--- config.mk ---
export PLATFORM = sky130hd
export DESIGN_NAME = switch_conditioner
export DESIGN_NICKNAME = d
export VERILOG_FILES = /design/src/rtl/switch_cond_pkg.sv /design/src/rtl/switch_conditioner_sync.sv /design/src/rtl/switch_conditioner.sv
export SDC_FILE = /design/constraint.sdc
export NUM_CORES = 1
export LEC_CHECK = 0
export CORE_AREA = 2 2 39 41
export CTS_CLUSTER_SIZE = 12
export DETAILED_ROUTE_END_ITERATION = 7
export DIE_AREA = 0 0 41 43
export PLACE_DENSITY = 0.54
export SYNTH_ARGS = -nofsm -noshare
export SYNTH_HDL_FRONTEND = slang
export SYNTH_HIERARCHICAL = 1
export SYNTH_SLANG_ARGS = --single-unit
--- constraint.sdc ---
create_clock -name clk -period 2 [get_ports clk]
set_clock_uncertainty 0.2 [all_clocks]
set_input_delay 0.4 -clock clk [delete_from_list [all_inputs] [get_ports clk]]
set_output_delay 0.4 -clock clk [all_outputs]
set_load 0.05 [all_outputs]
--- src/rtl/switch_cond_pkg.sv ---
// Shared types and defaults for the switch conditioner: FSM state encoding
// and default synchroniser/debounce depths.
package switch_cond_pkg;

  typedef enum logic [1:0] {
    LOW      = 2'b00,
    RISE_CHK = 2'b01,
    HIGH     = 2'b10,
    FALL_CHK = 2'b11
  } state_e;

  localparam int DEF_SYNC_STAGES   = 2;
  localparam int DEF_STABLE_CYCLES = 4;

  function automatic logic is_checking(input state_e s);
    return (s == RISE_CHK) || (s == FALL_CHK);
  endfunction

endpackage

--- src/rtl/switch_conditioner_sync.sv ---
// bit_synchronizer: STAGES-deep flop chain bringing an asynchronous level
// into the clk domain; q is the last stage.
module bit_synchronizer #(
  parameter int STAGES = 2
) (
  input  logic clk,
  input  logic reset,
  input  logic d,
  output logic q
);

  logic [STAGES-1:0] r_chain;

  // shift the raw level through the chain, clearing it on reset
  always_ff @(posedge clk) begin
    if (reset) begin
      r_chain <= '0;
    end else begin
      r_chain <= {r_chain[STAGES-2:0], d};
    end
  end

  assign q = r_chain[STAGES-1];

endmodule

--- src/rtl/switch_conditioner.sv ---
// Switch debouncer: synchroniser plus four-state qualification FSM with
// registered level, pending flag and edge pulses (pulses only with SWITCH_COND_EDGE_EN).
module switch_conditioner
  import switch_cond_pkg::*;
#(
  parameter int SYNC_STAGES   = DEF_SYNC_STAGES,
  parameter int STABLE_CYCLES = DEF_STABLE_CYCLES
) (
  input  logic clk,
  input  logic reset,
  input  logic switch_raw,
  output logic switch_out,
  output logic rise_pulse,
  output logic fall_pulse,
  output logic pending
);

  localparam int CNT_W = $clog2(STABLE_CYCLES + 1);
  localparam logic [CNT_W-1:0] CNT_ONE  = CNT_W'(1);
  localparam logic [CNT_W-1:0] CNT_LAST = CNT_W'(STABLE_CYCLES - 1);

  logic             w_sync_q;
  state_e           r_state;
  state_e           w_state_nxt;
  logic [CNT_W-1:0] r_cnt;
  logic [CNT_W-1:0] w_cnt_nxt;
  logic             r_switch_out;
  logic             w_switch_out_nxt;
  logic             r_pending;

  bit_synchronizer #(
    .STAGES(SYNC_STAGES)
  ) u_sync (
    .clk  (clk),
    .reset(reset),
    .d    (switch_raw),
    .q    (w_sync_q)
  );

  // next-state, counter and level decode; cnt == CNT_LAST means this sample is the last one needed
  always_comb begin
    w_state_nxt      = r_state;
    w_cnt_nxt        = r_cnt;
    w_switch_out_nxt = r_switch_out;
    case (r_state)
      LOW: begin
        if (w_sync_q) begin
          w_state_nxt = RISE_CHK;
          w_cnt_nxt   = CNT_ONE;
        end else begin
          w_cnt_nxt   = '0;
        end
      end
      RISE_CHK: begin
        if (!w_sync_q) begin
          w_state_nxt = LOW;
          w_cnt_nxt   = '0;
        end else if (r_cnt == CNT_LAST) begin
          w_state_nxt      = HIGH;
          w_switch_out_nxt = 1'b1;
          w_cnt_nxt        = '0;
        end else begin
          w_cnt_nxt = r_cnt + CNT_ONE;
        end
      end
      HIGH: begin
        if (!w_sync_q) begin
          w_state_nxt = FALL_CHK;
          w_cnt_nxt   = CNT_ONE;
        end else begin
          w_cnt_nxt   = '0;
        end
      end
      FALL_CHK: begin
        if (w_sync_q) begin
          w_state_nxt = HIGH;
          w_cnt_nxt   = '0;
        end else if (r_cnt == CNT_LAST) begin
          w_state_nxt      = LOW;
          w_switch_out_nxt = 1'b0;
          w_cnt_nxt        = '0;
        end else begin
          w_cnt_nxt = r_cnt + CNT_ONE;
        end
      end
      default: begin
        w_state_nxt      = LOW;
        w_cnt_nxt        = '0;
        w_switch_out_nxt = 1'b0;
      end
    endcase
  end

  // state, counter and registered outputs; reset wins over a simultaneous acceptance
  always_ff @(posedge clk) begin
    if (reset) begin
      r_state      <= LOW;
      r_cnt        <= '0;
      r_switch_out <= 1'b0;
      r_pending    <= 1'b0;
    end else begin
      r_state      <= w_state_nxt;
      r_cnt        <= w_cnt_nxt;
      r_switch_out <= w_switch_out_nxt;
      r_pending    <= is_checking(w_state_nxt);
    end
  end

  assign switch_out = r_switch_out;
  assign pending    = r_pending;

`ifdef SWITCH_COND_EDGE_EN
  logic r_rise_pulse;
  logic r_fall_pulse;

  // pulse on the accepting transition out of a check state
  always_ff @(posedge clk) begin
    if (reset) begin
      r_rise_pulse <= 1'b0;
      r_fall_pulse <= 1'b0;
    end else begin
      r_rise_pulse <= (r_state == RISE_CHK) && (w_state_nxt == HIGH);
      r_fall_pulse <= (r_state == FALL_CHK) && (w_state_nxt == LOW);
    end
  end

  assign rise_pulse = r_rise_pulse;
  assign fall_pulse = r_fall_pulse;
`else
  assign rise_pulse = 1'b0;
  assign fall_pulse = 1'b0;
`endif

endmodule

[After elaboration in Yosys (flattened, before gate mapping)]
Cells that the tools add are included.
Word-level totals
  output and inout bits: 4
  word-level logic and storage cells: 38
  input bits: 3
  register bits: 9
Operators by class
  equality and inequality tests: 10
  add/subtract/negate cells: 1
  reduce and logical (&&, ||, !) cells: 4
  mux-type cells: 18
Operator list (number)
  2-to-1 mux 2 bit: 6
  one-hot mux 3 bit (4 select lines): 1
  2-to-1 mux 3 bit: 3
  one-hot mux 2 bit (4 select lines): 1
  == test 2 bit (second input constant): 3
  2-to-1 mux 1 bit: 6
  inequality test 2 bit (second input constant): 3
  AND reduction 5 bit: 1
  == test 2 x 1 -> 1 bit (second input constant): 2
  adder 3 x 1 -> 3 bit (second input constant): 1
  == test 3 x 2 -> 1 bit (second input constant): 1
  logical NOT 2 bit: 1
  inequality test 2 x 1 -> 1 bit (second input constant): 1
  one-hot mux 1 bit (2 select lines): 1
  nonzero test 2 bit: 1
  logical OR 1 bit: 1

[Longest topological paths before layout]
  depth in word-level cells: 6
  gate-level depth with buffers: 4
  mapped depth without buffers: 4

[Modules after synthesis]
The synthesis kept the hierarchy.
Modules (own cells, without submodules)
  switch_conditioner: area an instance 299.0 um^2, sequential area each 140.1 um^2, times used 1, cells an instance 28
  bit_synchronizer: area an instance 52.6 um^2, sequential area each 40.0 um^2, times used 1, cells an instance 4

[Worst setup path after synthesis]
No wires, ideal clock.
  kind: flip-flop to flip-flop
  start point: register r_cnt[0]
  end point: register r_cnt[0]
  period minus slack after synthesis: 1367 ps
  setup slack: 633 ps
  data arrival time: 1046 ps
  buffers on the path: 0
  required time: 1679 ps
  library setup time: 121 ps
  cell stages (with the launch flop): 5
  cells stage by stage: dfxtp_1 ha_1 nand3b_1 and3b_2 a21boi_4
Between the ends
  cells in the longest elaborated chain, start to end: 4
RTL lines
  start: declaration: RTL line switch_conditioner.sv:25  | logic [CNT_W-1:0] r_cnt;
  start signal: assignment: RTL line switch_conditioner.sv:103  | r_cnt <= w_cnt_nxt;
  adder 3 x 1 -> 3 bit or == test 3 x 2 -> 1 bit (tied branches)
  2-to-1 mux 3 bit *: RTL line switch_conditioner.sv:58, switch_conditioner.sv:78
  2-to-1 mux 3 bit, on equally long branches: RTL line switch_conditioner.sv:75, switch_conditioner.sv:55
  one-hot mux 3 bit (4 select lines) *: RTL line switch_conditioner.sv:45  | case (r_state)
Every way passes the cells marked *; elsewhere a longest branch is shown, timed or not.
A chain may end at the register's enable or synchronous reset.

[Worst setup path in the final report]
Ends and elaborated chain as after synthesis.

==> reports/results.txt <==
vias per cell: 4.07
I/O pin cnt: 7
CP Launch Type: flop
Syn. warnings: 6
starting density of the core: 25.4%
Final setup viols: 0
WS Path Type: flop to flop
Worst Setup End Kind: flop
Global Route Usage Sum: 7.27%
CP Cell Sequence: ha_1 -> nand3b_1 -> and3b_2 -> a21boi_4
distinct cell type count after synthesis: 16
Final Max Slew Viols: 0
WL final: 451 microns
Hold Fails Final Rpt: 0
P&R area growth vs syn: 19.9%
initial antenna violation count: 0
Row Count: 14
first-pass GRT wire length: 793 microns
clock insertion delay at the later pin of the skew report: 260 ps
via count: 224
flops & latches, synth: 9
worst hold slack: 237 ps
Yosys top cell area share: 51.2%
pin count of the biggest net entering global routing: 8
setup_tns: 0 ps
status: finished clean
critical path peak fanout: 4
area leader, netlist: dfxtp_1
min cycle time layout: 1470 ps
clk buf depth: 2
ant diodes: 0
Max IR drop VDD: 335 uV
root buf cell: clkbuf_4
vias in the first global route: 192
H-tree Lvls: 1
top cells by area, synth: dfxtp_1 (51%), and3b_2 (5.7%), a21boi_4 (5.3%)
HPWL reported at the end of detailed placement: 326 microns
critical path arrival: 1410 ps
buffer count from post-CTS setup fixing: 0
RSZ-0062 raised after global routing: false
IO buf count: 4
Mean Syn Cell Area: 11.0 sq um
layout cells sized above 1: 23.1%
sequential area share after synthesis: 51.2%
DRT antenna net count: 0
Die Height: 43 microns
cts repair resizes: 0
DR DRC count: 0
Overflow after GRT: 0
clock sink total: 9
Post-CTS Hold Buffers: 0
Final Cycle Share: 73.4%
Power per Cell Area: 811 mW/mm^2
leakage power: 0.000176 uW
Die ar.: 0.00176 sq mm
fin nets: 44
utilization after layout: 30.5%
Max Clk Rate: 0.681 GHz
commonest non-fill, non-tap cell in the layout: dfxtp_1
RePlAce Congestion: 0.593
max-cap violations: 0
dpl ws: 340 ps
Synth Instances: 32
CTS tree: yes
mapped cell area: 352 sq um
flop-to-flop setup slack: 530 ps
drt initial violations: 3
CTS buffer count: 3
die width: 41 microns
Crit path required time: 1950 ps
WL/cell: 8.20 microns
Min-Delay Path Class: flop to flop
peak per-stage delay on the critical path: 380 ps
most frequent cells in the layout: dfxtp_1 (9), o21ai_0 (3), clkbuf_4 (3)
Core Area: 0.00138 sq mm
drt pass-1 iters: 2
final worst-path setup slack: 532 ps
Worst path slowest cell: dfxtp_1
clock transition at the registers of the reported paths: 60 ps
[critical path: cells and delay by family (launching register included)]
family | cells | cell delay [ps]
AOI/OAI and AO/OA | 1 | 130
adders and majority gates | 1 | 230
DFF | 1 | 380
and+or+nand+nor | 2 | 420
[worst paths after layout]
check | cells past startpoint | from | endpoint
max | 4 | r_cnt[0]$_SDFF_PP0_ | r_cnt[0]$_SDFF_PP0_
min | 1 | u_sync/r_chain[0]$_SDFF_PP0_ | u_sync/r_chain[1]$_SDFF_PP0_
max reg2reg | 4 | r_cnt[0]$_SDFF_PP0_ | r_cnt[0]$_SDFF_PP0_
min reg2reg | 1 | u_sync/r_chain[0]$_SDFF_PP0_ | u_sync/r_chain[1]$_SDFF_PP0_
[power breakdown]
part	leakage (uW)	switching, uW	internal [uW]
Clock	0.0000150	58.9	76.6
Combinational	0.0000878	13.4	7.92
Sequential	0.0000732	2.36	183
[area by class of cell]
| type | count | area [sq um] |
|---|---|---|
| clock buffers | 4 | 26.3 |
| fillers | 139 | 962 |
| inverters | 2 | 7.51 |
| multi-input cells | 20 | 153 |
| flip-flops and latches | 9 | 180 |
| well taps | 16 | 20.0 |
| repair buffers | 4 | 35.0 |
[flip-flops by register name, indices dropped and copies added, names as in the netlist]
register,flops
r_cnt,3
r_state,2
u_sync/r_chain,2
pending,1
switch_out,1
[stage by stage]
| step | cells | instance area [sq um] | total power (uW) |
|---|---|---|---|
| 3_5_place_dp | 51 | 395 | 211 |
| 5_1_grt | 55 | 422 | 363 |
| 2_1_floorplan | 33 | 355 | 207 |
| 3_3_place_gp | 51 | 395 | 211 |
| 6_report | 55 | 422 | 342 |
| 4_1_cts | 55 | 422 | 350 |
[per-layer routing]
metal / up-vias / GRT usage (%) / share of wire [%]
li1: 116 / - / -
met1: 101 / 7.84 / 45
met2: 7 / 8.44 / 43
met3: 0 / 7.85 / 11
met4: 0 / 4.00 / 0
met5: - / 0 / 0
[cell families after synthesis]
family / Yosys count / share of synthesized area (%)
AND/OR/NAND/NOR: 10 / 21.4
flip-flops: 9 / 51.2
AO/OA/AOI/OAI: 5 / 11.0
buffers and inverters: 4 / 6.41
adder cells (fa/ha/maj): 1 / 3.56
other: 1 / 1.07
XOR/XNOR: 1 / 2.49
multiplexers: 1 / 2.85
[Yosys cell counts]
| master | number |
|---|---|
| a21boi_4 | 1 |
| a21oi_1 | 1 |
| and3b_2 | 2 |
| and4bb_2 | 1 |
| buf_4 | 2 |
| conb_1 | 1 |
| dfxtp_1 | 9 |
| ha_1 | 1 |
| inv_1 | 2 |
| mux2i_1 | 1 |
| nand3b_1 | 2 |
| nor2_1 | 2 |
| nor2b_1 | 2 |
| nor3b_1 | 1 |
| o21ai_0 | 3 |
| xor2_1 | 1 |
Note: power is estimated with default switching activity, not from simulation.
==> variant 1, RTL diff (same settings) <==
Remove the register `r_pending`: a continuous assignment takes its place, so the output `pending` follows one clock earlier.
--- a/src/rtl/switch_conditioner.sv
+++ b/src/rtl/switch_conditioner.sv
@@ -97,14 +97,14 @@
       r_state      <= LOW;
       r_cnt        <= '0;
       r_switch_out <= 1'b0;
-      r_pending    <= 1'b0;
     end else begin
       r_state      <= w_state_nxt;
       r_cnt        <= w_cnt_nxt;
       r_switch_out <= w_switch_out_nxt;
-      r_pending    <= is_checking(w_state_nxt);
     end
   end
+
+  assign r_pending = is_checking(w_state_nxt);
 
   assign switch_out = r_switch_out;
   assign pending    = r_pending;
Function: changed (Yosys sat finds a counterexample within 4 cycles, from zero or initial values and one cycle with reset high).
==> variant 1 against the original RTL <==
Sequential cell count fell by 1. Critical path depth rose by 1. Global-route usage rose by 1.2 points. Worst setup slack got worse by 0.41 ns. Hold slack got worse by 0.0098 ns. Combinational power rose by 26%. Sequential power fell by 11%. Utilization fell by 0.90 points. Wire length rose by 5.5%. Design area fell by 3.0%. Non-clock buffer count rose by 1. Power fell by 8.4%. Synthesized area fell by 8.9%.
==> variant 1: results <==
export IMPL_peakVddDrop_mv=0.330
export IMPL_reg2reg_to="switch_out"
export IMPL_power_density_mw_per_mm2=766
export IMPL_synth_compound_area_share=0.121
export IMPL_min_path_type="flip-flop to flip-flop"
export IMPL_grt_usage=0.0847
export IMPL_power_leakage_nw=0.177
export IMPL_dr_pass1_iters=3
export IMPL_rr_worst_depth=4
export IMPL_synth_cell_type_count=17
export IMPL_crit_fanout=3
export IMPL_synth_fa_ha_area_frac=0.0391
export IMPL_gp_congestion=0.732
export IMPL_vias=230
export IMPL_synthCells=31
export IMPL_grt_pass1_vias=221
export IMPL_synth_commonest_cells="8 x dfxtp_1, 3 x inv_1, 3 x nor2b_1"
export IMPL_dp_hpwl_um=367
export IMPL_r2r_setup_slack_ns=0.72
export IMPL_max_stage_delay_ns=0.31
export IMPL_fin_nets=44
export IMPL_layout_drive_gt1_share=0.263
export IMPL_grt_start_max_net_pins=7
export IMPL_min_to="u_sync/r_chain[1]"
export IMPL_yosysSeqAreaShare=0.500
export IMPL_placed_area_sq_um=384
export IMPL_synth_xor_area_share=0.0273
export IMPL_drt_iter0_markers=3
export IMPL_wire_per_inst_um=8.81
export IMPL_synthMuxAreaShare=0.0313
export IMPL_cts_buffers=3
export IMPL_worstPathArrival_ns=1.28
export IMPL_grt_pass1_wl_um=903
export IMPL_synthTopCellsByArea="dfxtp_1 50%, nor2b_1 5.9%, buf_4 4.7%"
export IMPL_status="complete, no violations"
export IMPL_fill_cells=145
export IMPL_finalWirelength_um=476
export IMPL_path_clk_slew_ns=0.06
variant 1: final cells by class:
cell class / count / area (sq um) / area share
multi-input combinational: 19 / 140 / 0.343
inverter: 3 / 11.3 / 0.0275
tap: 16 / 20.0 / 0.0489
sequential: 8 / 160 / 0.391
timing repair buffer: 5 / 55.1 / 0.135
clock buffer: 3 / 22.5 / 0.0550
variant 1: where the power goes:
part           total [mW]  leakage (nW)  internal [mW]  switching [mW]
clock network       0.122        0.0138         0.0686          0.0535
logic              0.0269        0.0979         0.0102          0.0167
registers           0.164        0.0650          0.163         0.00174
variant 1: timing repair:
item                       4_1_cts  5_1_grt
hold endpoints to repair         0        0
setup endpoints to repair        0        1
buffers inserted                 0        0
resized for setup                0        1
variant 1: worst max-delay path by stage:
stage,from,end,slack (ns),cells after the start
after CTS,r_cnt[0],pending,0.08,5
after global placement,r_cnt[0],pending,0.36,5
after floorplan,r_cnt[0],pending,0.34,4
final,r_cnt[0],pending,0.12,5
after global routing,r_cnt[0],pending,0.03,5
after detailed placement,r_cnt[0],pending,0.36,5
variant 1: kinds of logic after synthesis:
logic type / count (synthesis)
compound gates: 5
xor+xnor: 1
fa+ha+maj: 1
buf+inv: 5
flops: 8
mux: 1
other cells: 1
simple gates: 9
variant 1: layer usage:
metal  track usage  vias up  routed length [um]
li1              -      117                   -
met1        0.0847      102                 215
met2         0.106        9                 210
met3        0.0628        2                  35
met4        0.0800        0                  14
met5             0        -                   0
variant 1: through the flow:
stage	hold slack, ns	setup WS, ns
5_1_grt	0.267	0.0254
2_1_floorplan	0.214	0.344
3_3_place_gp	0.216	0.356
6_report	0.227	0.124
3_5_place_dp	0.228	0.356
4_1_cts	0.236	0.0784
variant 1: worst max-delay path: cells and delay by family (launching register included):
family / cells / cell delay (ns)
flops: 1 / 0.31
simple gates: 2 / 0.25
buf+inv: 2 / 0.25
fa+ha+maj: 1 / 0.22
==> variant 2, RTL diff (same flow settings) <==
Without the edit above. The package constant `DEF_SYNC_STAGES` goes from 2 to 4.
--- a/src/rtl/switch_cond_pkg.sv
+++ b/src/rtl/switch_cond_pkg.sv
@@ -9,7 +9,7 @@
     FALL_CHK = 2'b11
   } state_e;
 
-  localparam int DEF_SYNC_STAGES   = 2;
+  localparam int DEF_SYNC_STAGES   = 4;
   localparam int DEF_STABLE_CYCLES = 4;
 
   function automatic logic is_checking(input state_e s);
Formal check against the unedited RTL: not equivalent (Yosys sat finds a counterexample within 4 cycles, from zero or initial values and one cycle with reset high).
==> variant 2 against the original RTL <==
Largest cell class unchanged. Cell count is 7.3% higher. Design area is 12% higher. Die area is the same. Power up 14%. Via count grew 13%. Synthesized area increased by 15%. First-iteration DRC count stayed put. Wire length grew 36%. Critical endpoint unchanged. Sequential cell count is 2 higher. Worst setup slack got worse by 0.013 ns.
==> variant 2: results <==
export IMPL_min_path_cells=1
export IMPL_power_leakage_nw=0.197
export IMPL_layout_drive_gt1_share=0.209
export IMPL_min_path_type="flip-flop to flip-flop"
export IMPL_gp_congestion=0.722
export IMPL_dp_hpwl_um=439
export IMPL_critPathSlowestCell="dfxtp_1"
export IMPL_cts_setup_buffers=0
export IMPL_endpoint="r_cnt[0]"
export IMPL_rr_worst_depth=4
export IMPL_path_clk_slew_ns=0.07
export IMPL_worstPathArrival_ns=1.43
export IMPL_drt_met1_wl_um=273
export IMPL_peakVddDrop_mv=0.287
export IMPL_fin_nets=48
export IMPL_route_met2_wl_um=309
export IMPL_cts_root_buf="clkbuf_4"
export IMPL_async_reset_ff_frac=0
export IMPL_crit_start="r_cnt[0]"
export IMPL_synthCells=36
export IMPL_whs_ns=0.255
export IMPL_htree_levels=1
export IMPL_dpl_cell_count=55
export IMPL_vias=253
export IMPL_cts_buffers=3
export IMPL_grt_usage=0.101
export IMPL_wl_met3_um=30
export IMPL_routed_top_layer="met3"
export IMPL_crit_fanout=4
export IMPL_yosysSeqAreaShare=0.545
export IMPL_timing_rr_start="r_cnt[0]"
export IMPL_min_to="u_sync/r_chain[2]"
export IMPL_dr_pass1_iters=2
export IMPL_synthTopCellsByArea="dfxtp_1 54%, nor2b_1 6.2%, and3b_2 5.0%"
export IMPL_synth_cell_type_count=16
export IMPL_status="complete, no violations"
export IMPL_via_per_inst=4.29
export IMPL_port_buffers=4
export IMPL_wire_per_inst_um=10.4
export IMPL_grt_pass1_vias=271
export IMPL_clk_latency_ns=0.26
export IMPL_synth_commonest_cells="11 x dfxtp_1, 4 x nor2b_1, 3 x o21ai_0"
export IMPL_max_stage_delay_ns=0.39
export IMPL_hp_start="u_sync/r_chain[1]"
export IMPL_yosysWarnings=6
export IMPL_final_hold_viol_count=0
export IMPL_grt_pass1_wl_um=1120
export IMPL_antenna_found_initial=0
export IMPL_grt_start_max_net_pins=10
export IMPL_top_regs="u_sync/r_chain: 4 flops, r_cnt: 3 flops, r_state: 2 flops"
variant 2: cell count changes in the layout (fill, tap and decap cells not counted):
cell     change
dfxtp_1      +2
nor2b_1      +2
variant 2: cell families (layout without fill, tap and decap cells):
family	Yosys count	count (layout)	share of synthesized area
AOI/OAI and AO/OA	5	5	0.0960
muxes	1	1	0.0248
buffers and inverters	4	10	0.0557
and+or+nand+nor	12	12	0.217
DFF	11	11	0.545
other	1	2	0.00928
adders and majority gates	1	1	0.0310
xor gates and xnor gates	1	1	0.0217
variant 2: cell type report:
| cell class | instances | area (sq um) |
|---|---|---|
| fillers | 147 | 910 |
| flip-flops and latches | 11 | 220 |
| clock buffers | 4 | 26.3 |
| inverters | 2 | 7.51 |
| multi-input cells | 22 | 165 |
| repair buffers | 4 | 35.0 |
| well taps | 16 | 20.0 |
variant 2: worst max-delay path: cells and delay by family (launching register included):
family,cells,cell delay (ns)
fa+ha+maj,1,0.23
flops,1,0.39
compound gates,1,0.13
simple gates,2,0.43
variant 2: layer usage:
layer	GRT usage	up-vias
met4	0.0800	0
met2	0.138	5
met5	0	-
li1	-	129
met1	0.114	119
met3	0.0471	0
variant 2: metrics by stage:
stage                     instance area, sq um  setup WS [ns]  total power [mW]
after floorplan                            408          0.633             0.244
after global placement                     448          0.310             0.247
after detailed placement                   448          0.281             0.248
after CTS                                  474          0.494             0.399
after global routing                       474          0.409             0.415
final                                      474          0.519             0.389
variant 2: power breakdown:
part,switching (mW),internal [mW],total (mW)
Combinational,0.0123,0.00662,0.0189
Clock,0.0695,0.0771,0.147
Sequential,0.00149,0.222,0.224
